File: src/rtl/ex_muldiv_unit.sv
// Iterative MULT/MULTU/DIV/DIVU unit with architectural HI/LO registers.
// Fixed 33-cycle latency: 32 shift-add/shift-subtract steps plus a sign-fix cycle.
module ex_muldiv_unit (
    input  logic        clk,
    input  logic        rst,
    input  logic        start,
    input  logic [1:0]  op,
    input  logic [31:0] src_a,
    input  logic [31:0] src_b,
    input  logic        flush,
    input  logic        mthi,
    input  logic        mtlo,
    output logic [31:0] hi,
    output logic [31:0] lo,
    output logic        busy,
    output logic        done
);

    typedef enum logic [1:0] {
        S_IDLE = 2'd0,
        S_CALC = 2'd1,
        S_FIX  = 2'd2
    } state_t;

    state_t      state_q, state_d;
    logic [1:0]  op_q, op_d;
    logic [31:0] opnd_q, opnd_d;
    logic [31:0] raw_a_q, raw_a_d;
    logic [63:0] acc_q, acc_d;
    logic [5:0]  cnt_q, cnt_d;
    logic        neg_res_q, neg_res_d;
    logic        neg_rem_q, neg_rem_d;
    logic        div0_q, div0_d;
    logic [31:0] hi_q, hi_d;
    logic [31:0] lo_q, lo_d;
    logic        done_q, done_d;
    logic        busy_q, busy_d;

    logic        is_signed_s;
    logic [31:0] mag_a_s, mag_b_s;
    logic [32:0] sum_s;
    logic [32:0] diff_s;
    logic [63:0] mul_step_s;
    logic [63:0] div_step_s;
    logic [63:0] prod_s;

    function automatic logic [31:0] abs32(input logic [31:0] x, input logic sgn);
        if (sgn && x[31]) begin
            abs32 = 32'd0 - x;
        end else begin
            abs32 = x;
        end
    endfunction

    function automatic logic [31:0] cond_neg32(input logic [31:0] x, input logic neg);
        if (neg) begin
            cond_neg32 = 32'd0 - x;
        end else begin
            cond_neg32 = x;
        end
    endfunction

    // Next-state, datapath step and HI/LO update.
    always_comb begin
        state_d   = state_q;
        op_d      = op_q;
        opnd_d    = opnd_q;
        raw_a_d   = raw_a_q;
        acc_d     = acc_q;
        cnt_d     = cnt_q;
        neg_res_d = neg_res_q;
        neg_rem_d = neg_rem_q;
        div0_d    = div0_q;
        hi_d      = hi_q;
        lo_d      = lo_q;
        done_d    = 1'b0;

        is_signed_s = ~op[0];
        mag_a_s     = abs32(src_a, is_signed_s);
        mag_b_s     = abs32(src_b, is_signed_s);

        // Remainder stays below the divisor, so diff_s[32] is a clean borrow flag.
        sum_s      = {1'b0, acc_q[63:32]} + (acc_q[0] ? {1'b0, opnd_q} : 33'd0);
        mul_step_s = {sum_s, acc_q[31:1]};
        diff_s     = acc_q[63:31] - {1'b0, opnd_q};
        div_step_s = diff_s[32] ? {acc_q[62:0], 1'b0} : {diff_s[31:0], acc_q[30:0], 1'b1};
        prod_s     = neg_res_q ? (64'd0 - acc_q) : acc_q;

        case (state_q)
            S_IDLE: begin
                if (start && !flush) begin
                    op_d      = op;
                    opnd_d    = op[1] ? mag_b_s : mag_a_s;
                    acc_d     = op[1] ? {32'd0, mag_a_s} : {32'd0, mag_b_s};
                    raw_a_d   = src_a;
                    neg_res_d = is_signed_s & (src_a[31] ^ src_b[31]);
                    neg_rem_d = is_signed_s & src_a[31];
                    div0_d    = (src_b == 32'd0);
                    cnt_d     = 6'd0;
                    state_d   = S_CALC;
                end else if (!start) begin
                    hi_d = mthi ? src_a : hi_q;
                    lo_d = mtlo ? src_a : lo_q;
                end else begin
                    state_d = S_IDLE;
                end
            end
            S_CALC: begin
                if (flush) begin
                    state_d = S_IDLE;
                end else begin
                    acc_d   = op_q[1] ? div_step_s : mul_step_s;
                    cnt_d   = cnt_q + 6'd1;
                    state_d = (cnt_q == 6'd31) ? S_FIX : S_CALC;
                end
            end
            S_FIX: begin
                state_d = S_IDLE;
                if (flush) begin
                    done_d = 1'b0;
                end else if (!op_q[1]) begin
                    done_d = 1'b1;
                    hi_d   = prod_s[63:32];
                    lo_d   = prod_s[31:0];
                end else if (div0_q) begin
                    done_d = 1'b1;
                    hi_d   = raw_a_q;
                    lo_d   = 32'hFFFF_FFFF;
                end else begin
                    done_d = 1'b1;
                    hi_d   = cond_neg32(acc_q[63:32], neg_rem_q);
                    lo_d   = cond_neg32(acc_q[31:0], neg_res_q);
                end
            end
            default: begin
                state_d = S_IDLE;
            end
        endcase

        busy_d = (state_d != S_IDLE);
    end

    // State and datapath registers.
    always_ff @(posedge clk or posedge rst) begin
        if (rst) begin
            state_q   <= S_IDLE;
            op_q      <= 2'd0;
            opnd_q    <= 32'd0;
            raw_a_q   <= 32'd0;
            acc_q     <= 64'd0;
            cnt_q     <= 6'd0;
            neg_res_q <= 1'b0;
            neg_rem_q <= 1'b0;
            div0_q    <= 1'b0;
            hi_q      <= 32'd0;
            lo_q      <= 32'd0;
            done_q    <= 1'b0;
            busy_q    <= 1'b0;
        end else begin
            state_q   <= state_d;
            op_q      <= op_d;
            opnd_q    <= opnd_d;
            raw_a_q   <= raw_a_d;
            acc_q     <= acc_d;
            cnt_q     <= cnt_d;
            neg_res_q <= neg_res_d;
            neg_rem_q <= neg_rem_d;
            div0_q    <= div0_d;
            hi_q      <= hi_d;
            lo_q      <= lo_d;
            done_q    <= done_d;
            busy_q    <= busy_d;
        end
    end

    assign hi   = hi_q;
    assign lo   = lo_q;
    assign busy = busy_q;
    assign done = done_q;

endmodule
File: config.mk
export PLATFORM = sky130hd
export DESIGN_NAME = ex_muldiv_unit
export DESIGN_NICKNAME = d
export VERILOG_FILES = /design/src/rtl/ex_muldiv_unit.sv
export SDC_FILE = /design/constraint.sdc
export NUM_CORES = 1
export LEC_CHECK = 0
export ABC_CLOCK_PERIOD_IN_PS = 8400
export CORE_MARGIN = 4
export CORE_UTILIZATION = 43
export CTS_CLUSTER_SIZE = 25
export DETAILED_ROUTE_END_ITERATION = 8
export GPL_ROUTABILITY_DRIVEN = 0
export PLACE_DENSITY = 0.58
export SYNTH_ARGS = -nofsm -noshare
export SYNTH_HDL_FRONTEND = slang
export SYNTH_SLANG_ARGS = --single-unit
File: constraint.sdc
create_clock -name clk -period 8.4 [get_ports clk]
set_clock_uncertainty 0.1 [all_clocks]
set_input_delay 2.1 -clock clk [delete_from_list [all_inputs] [get_ports clk]]
set_output_delay 2.1 -clock clk [all_outputs]
set_load 0.03 [all_outputs]
==> results of run 1 <==
==> report_power, final <==
group          total [mW]  internal [mW]  switching (mW)  leakage [nW]
clock                1.28          0.784           0.500         0.479
sequential           1.73           1.23           0.500          2.55
combinational        3.29           1.37            1.92          5.34
==> routing by layer <==
layer | up-vias | share of wire (%)
met1 | 8207 | 43
met3 | 124 | 6.4
met5 | - | 0.020
met4 | 2 | 3.8
li1 | 7996 | -
met2 | 661 | 47
==> cell type report <==
cell class | count | area (sq um) | area share (%)
sequential | 206 | 5160 | 26.1
inverter | 70 | 270 | 1.37
multi-input combinational | 1789 | 11200 | 56.5
tap | 518 | 648 | 3.28
clock inverter | 15 | 225 | 1.14
timing repair buffer | 160 | 1540 | 7.79
clock buffer | 35 | 746 | 3.78
==> cell usage after synthesis, types with 5 or more instances <==
| master | instances |
|---|---|
| a31oi_1 | 19 |
| nor2b_1 | 17 |
| o31ai_1 | 31 |
| o221ai_1 | 16 |
| and3_1 | 22 |
| a22oi_1 | 14 |
| clkbuf_1 | 156 |
| or4_1 | 15 |
| o21ai_0 | 217 |
| o21bai_1 | 14 |
| nand4_1 | 15 |
| o21a_1 | 5 |
| a21o_1 | 27 |
| nand2_1 | 308 |
| xor2_1 | 61 |
| o211ai_1 | 30 |
| or2_2 | 9 |
| nand3_1 | 57 |
| o22ai_1 | 40 |
| a21oi_1 | 190 |
| and2_1 | 10 |
| nor4_1 | 19 |
| a211oi_1 | 18 |
| inv_1 | 69 |
| nor3_1 | 29 |
| ha_1 | 69 |
| buf_1 | 11 |
| o41ai_1 | 12 |
| dfrtp_1 | 206 |
| mux2i_1 | 77 |
| mux2_2 | 7 |
| o22a_1 | 7 |
| or3_1 | 27 |
| nand3b_1 | 6 |
| xnor2_1 | 137 |
| nor2_1 | 177 |
| nand2b_1 | 20 |
==> worst max-delay path: cells and delay by family <==
family                    cells  cell delay, ps
and+or+nand+nor               5            1990
AOI/OAI and AO/OA             2             540
buffers and inverters         1             500
xor gates and xnor gates      1             230
muxes                         1             100
==> through the flow <==
stage | power (mW) | util, % | cells | hold slack (ps) | setup slack, ps
after floorplan | 3.99 | - | 2236 | 337 | 576
after global placement | 4.93 | 48.0 | 2743 | 350 | 2980
after detailed placement | 4.97 | 48.0 | 2743 | 354 | 2920
after CTS | 6.27 | 50.5 | 2793 | 369 | 3500
after global routing | 6.72 | 50.5 | 2793 | 400 | 3080
final | 6.30 | 50.5 | 2793 | 371 | 3300
==> state kept, by name, summed over array words and instances, names as in the netlist <==
signal and cells:
acc_q 64, busy 1, cnt_q 6, div0_q 1
done 1, hi 32, lo 32, neg_rem_q 1
neg_res_q 1, op_q 1, opnd_q 32, raw_a_q 32
state_q 2
==> logic make-up after synthesis <==
group / Yosys count / synth area share (%)
adders and majority gates: 71 / 5.26
buffers and inverters: 241 / 5.29
AOI/OAI and AO/OA: 683 / 24.2
DFF: 206 / 30.0
and+or+nand+nor: 753 / 20.3
xor gates and xnor gates: 198 / 10.1
muxes: 84 / 4.94
==> worst paths after layout <==
path,startpoint,to,slack [ps],cells past startpoint
setup / recovery,src_b[13],acc_q[29],3300,10
hold / removal,raw_a_q[25],raw_a_q[25],370,2
setup reg to reg,acc_q[0],acc_q[62],3750,13
hold reg to reg,raw_a_q[25],raw_a_q[25],370,2
max in group asynchronous,rst,lo[15],4990,3
min in group asynchronous,rst,raw_a_q[26],1950,2
==> out/results.tsv, run 1 <==
metric	value	unit
outcome	complete, no violations	
Worst slew margin	19.1	%
Seq/Total Area, Yosys	30.0	%
Sink Count	206	
top-area cell type share of the netlist area	30.0	%
top post-synthesis cells by area	dfrtp_1, xnor2_1, nand2_1	
post-route cell area	19700	sq um
Critical Path Max Stage Delay	570	ps
Die Ht	208	um
predominant post-synthesis flop cell	dfrtp_1	
Sum Neg Setup Slack	0	ps
drt wl/cell	22.9	um
Clock Path Buffers	3	
PostCTS Resize Cnt	0	
critical path's slowest cell	nor4_1	
YS warnings	0	
Final Max Tran Viols	0	
Area Overhead vs Synth	14.9	%
die footprint	43200	sq um
CTS Root Cell	clkbuf_16	
CP endpoint kind	register	
final setup fails	0	
core area	39100	sq um
Crit Path Class	in -> reg	
busiest grt layer	met2	
H-tree depth	1	
largest area contributor in the netlist	dfrtp_1	
met3 Use GR	4.14	%
DR iter-0 viols	1644	
Area after DPL	18800	sq um
syn_nets	2379	
Num CTS Buffers	27	
DR DRC count	0	
CP Cell Sequence	clkdlybuf4s50_1 > nor4_1 > nor4b_1 > nand4b_1 > or2_2 > nand2b_1 > o21ai_0 > xor2_1 > mux2i_1 > a221o_1	
largest net degree at the start of global routing	107	
vias per cell	6.08	
HP Class	reg -> reg	
Ant. Diodes	0	
Max Cap Viol	0	
Mapped Cells	2236	
Post-CTS Setup Repair Bufs	0	
DR pass1 iterations	6	
dpl hpwl	47.3	mm
clk_lat worst skew	580	ps
Crit path arrival time	5460	ps
crit share post-route	60.8	%
Max IR drop VDD	0.000232	V
Synth cell types	68	
endpoints failing hold	0	
CTS Hold Bufs	0	
power per cell area	319	nW/um^2
vias in the first global route	16100	
Post-Route WL	64.1	mm
row count	72	
initial antenna violation count	2	
fmax	196	MHz
#FFs+latches synth	206	
EDFF count, synth	0	
final critical-path required period	5100	ps
routed vias	17000	
worst slew pin tran	1210	ps
share of flip-flops with an asynchronous set or reset	100	%
Clock Pin Slew Worst Setup and Hold Paths	60	ps
most common cell after layout, fill and taps aside	nand2_1	
syn avg cell area	7.69	sq um
fill count	3912	
layout cells sized above 1	4.79	%
Ports	138	
worst-path fanout max	5	
gr usage total	28.5	%
DIE WIDTH	208	um
unrepaired setup endpoints after global routing	false	
P_leak	8.38	nW
most frequent cells in the layout	nand2_1, o21ai_0, dfrtp_1	
synthesized area	17200	sq um
Initial Utilization	44.0	%
met1 Usage GRT	38.8	%
IO Port Bufs	137	
met2 Resource Use GR	47.0	%
critical path launch point type	input pin	
TritonCTS clock tree	yes	
GRT overflow	0	
first-pass GRT wire length	98.7	mm
Final nets	2397	
ANT nets after route	0	
Worst EP required	8760	ps
Power figures use the tool's default switching activity.
==> inputs of run 2 (changes only) <==
- ABC_CLOCK_PERIOD_IN_PS: 8400 -> 5350
- clock period: 8.4 -> 5.35 ns (I/O delays scaled with it)
==> out/results.tsv, run 2 (same netlist as run 1, synthesis figures left out) <==
metric	value	unit	change
outcome	complete, no violations		
met3 Use GR	4.22	%	+0.075 points
Max Cap Viol	0		unchanged
critical path's slowest cell	o31ai_2		
Net Sw Frac	45.6	%	-0.76 points
P_leak	8.52	nW	+1.7%
Sw Pwr	4.57	mW	+57%
Sum Neg Setup Slack	0	ps	unchanged
post-route cell area	20000	sq um	+1.2%
DR DRC count	0		unchanged
Area Overhead vs Synth	16.3	%	
part of the power in registers	25.9	%	-1.6 points
Hold Path Depth	2		unchanged
Final Max Tran Viols	0		unchanged
most used cell, CP	a211o_1		
final setup fails	0		unchanged
die footprint	43200	sq um	unchanged
Sink Count	206		unchanged
R2R Path End	acc_q[54]		
DIE WIDTH	208	um	unchanged
CTS Hold Bufs	0		unchanged
CP Cell Sequence	inv_1 > ha_1 > fa_1 > nand2b_1 > a211o_1 > a32oi_1 > a211o_1 > a211oi_1 > o31ai_2 > xor2_4 > buf_4 > mux2i_1 > o221ai_1		
Die Ht	208	um	unchanged
met2 Resource Use GR	46.9	%	about the same
most frequent cells in the layout	nand2_1, o21ai_0, dfrtp_1		
Num CTS Buffers	27		unchanged
final critical-path required period	4500	ps	
crit share post-route	84.1	%	
first-pass GRT wire length	99.9	mm	+1.2%
initial antenna violation count	0		-2
gr usage total	28.9	%	+0.47 points
R2R depth	13		unchanged
worst reg-to-reg setup slack	850	ps	-2900 ps
Post-Route WL	64.9	mm	+1.3%
H-tree depth	1		unchanged
fmax	222	MHz	
FF-to-FF Start	acc_q[31]		
DR pass1 iterations	7		+1
CP top delay family	compound AO/OA/AOI/OAI gates		
ANT nets after route	0		unchanged
Critical Path Max Stage Delay	500	ps	-70 ps
Place WS	552	ps	-2370 ps
Final nets	2423		+1.1%
IO Port Bufs	137		unchanged
Crit path arrival time	4790	ps	-670 ps
combinational power share	53.6	%	+1.5 points
Ports	138		unchanged
core area	39100	sq um	unchanged
PostCTS Resize Cnt	0		unchanged
clk_lat worst skew	560	ps	-20 ps
largest net degree at the start of global routing	107		unchanged
vias in the first global route	16500		+2.1%
dpl hpwl	48.3	mm	+1.9%
GRT overflow	0		unchanged
Worst Path Buf+Inv	2		+1
power per cell area	502	nW/um^2	+57%
layout cells sized above 1	5.87	%	+1.1 points
Worst EP required	5640	ps	-3120 ps
endpoints failing hold	0		unchanged
Post-CTS Setup Repair Bufs	0		unchanged
Clock Path Buffers	3		unchanged
Initial Utilization	44.0	%	unchanged
drt wl/cell	23.0	um	+0.41%
Hold Path End	raw_a_q[25]		
Max IR drop VDD	0.000248	V	+7.1%
largest register by flop count	acc_q		
CTS Root Cell	clkbuf_16		
critical path launch point type	register		
worst slew pin tran	1210	ps	-3.36 ps
vias per cell	6.09		+0.13%
Pint	5.46	mW	+61%
Ant. Diodes	0		unchanged
CP endpoint kind	register		
TritonCTS clock tree	yes		
met1 Usage GRT	40.1	%	+1.4 points
Final Power	10.0	mW	+59%
Final WS setup	852	ps	-2440 ps
max reg flops	64		unchanged
most common cell after layout, fill and taps aside	nand2_1		
Crit Path Class	reg -> reg		
worst-path fanout max	19		+14
row count	72		unchanged
Hold Crit Start	raw_a_q[25]		
Area after DPL	19000	sq um	+1.2%
Worst slew margin	19.2	%	+0.12 points
HP Class	reg -> reg		
fill count	3842		-1.8%
DR iter-0 viols	1606		-2.3%
unrepaired setup endpoints after global routing	false		
Clock Pin Slew Worst Setup and Hold Paths	60	ps	about the same
clock share of power	20.5	%	about the same
busiest grt layer	met2		
routed vias	17200		+1.0%
-- run 2: cell count changes in the layout (fill, tap and decap cells not counted) --
cell / delta
clkinvlp_4: +1
buf_12: +2
inv_8: -1
inv_16: -1
bufinv_16: +1
clkbuf_8: +3
buf_4: +24
clkinv_2: -2
clkinv_4: -1
clkbuf_1: -1
-- run 2: final cells by class --
cell class / count / area, sq um / share of cell area (%)
multi-input combinational: 1789 / 11200 / 55.8
sequential: 206 / 5160 / 25.8
timing repair buffer: 186 / 1760 / 8.80
clock buffer: 37 / 783 / 3.92
tap: 518 / 648 / 3.24
inverter: 70 / 267 / 1.33
clock inverter: 12 / 216 / 1.08
-- run 2: through the flow --
step / cells / hold WS (ps) / utilization (%)
4_1_cts: 2818 / 374 / 51.1
5_1_grt: 2818 / 398 / 51.1
6_report: 2818 / 372 / 51.1
2_1_floorplan: 2236 / 337 / -
3_5_place_dp: 2769 / 359 / 48.6
3_3_place_gp: 2769 / 355 / 48.6
-- run 2: power groups by stage --
stage	logic, mW	clock network (mW)	registers (mW)
detailed placement	5.28	0	2.61
CTS	5.31	2.09	2.59
finish	5.38	2.06	2.60
global placement	5.23	0	2.60
floorplan	3.85	0	2.42
global route	5.91	2.15	2.65
-- run 2: per-layer routing --
metal  vias to the layer above  wire, um
li1                       8065         -
met1                      8322     27900
met2                       657     30100
met3                       120      4480
met4                         0      2420
met5                         -         0
-- run 2: worst max-delay path by stage --
stage	from	end	slack [ps]	cells past startpoint
2_1_floorplan	rst	acc_q[0]	1240	1
3_3_place_gp	src_b[15]	acc_q[29]	670	10
3_5_place_dp	src_b[15]	acc_q[29]	550	10
4_1_cts	acc_q[31]	acc_q[52]	860	13
5_1_grt	acc_q[31]	acc_q[54]	580	13
6_report	acc_q[31]	acc_q[54]	850	13
-- run 2: worst register-to-register path, cell delays in order (launching register included) --
cell      delay, ps
dfrtp_1         470
inv_1           120
ha_1            230
fa_1            410
nand2b_1        180
a211o_1         280
a32oi_1         370
a211o_1         300
a211oi_1        130
o31ai_2         500
xor2_4          450
buf_4           420
mux2i_1         240
o221ai_1        130
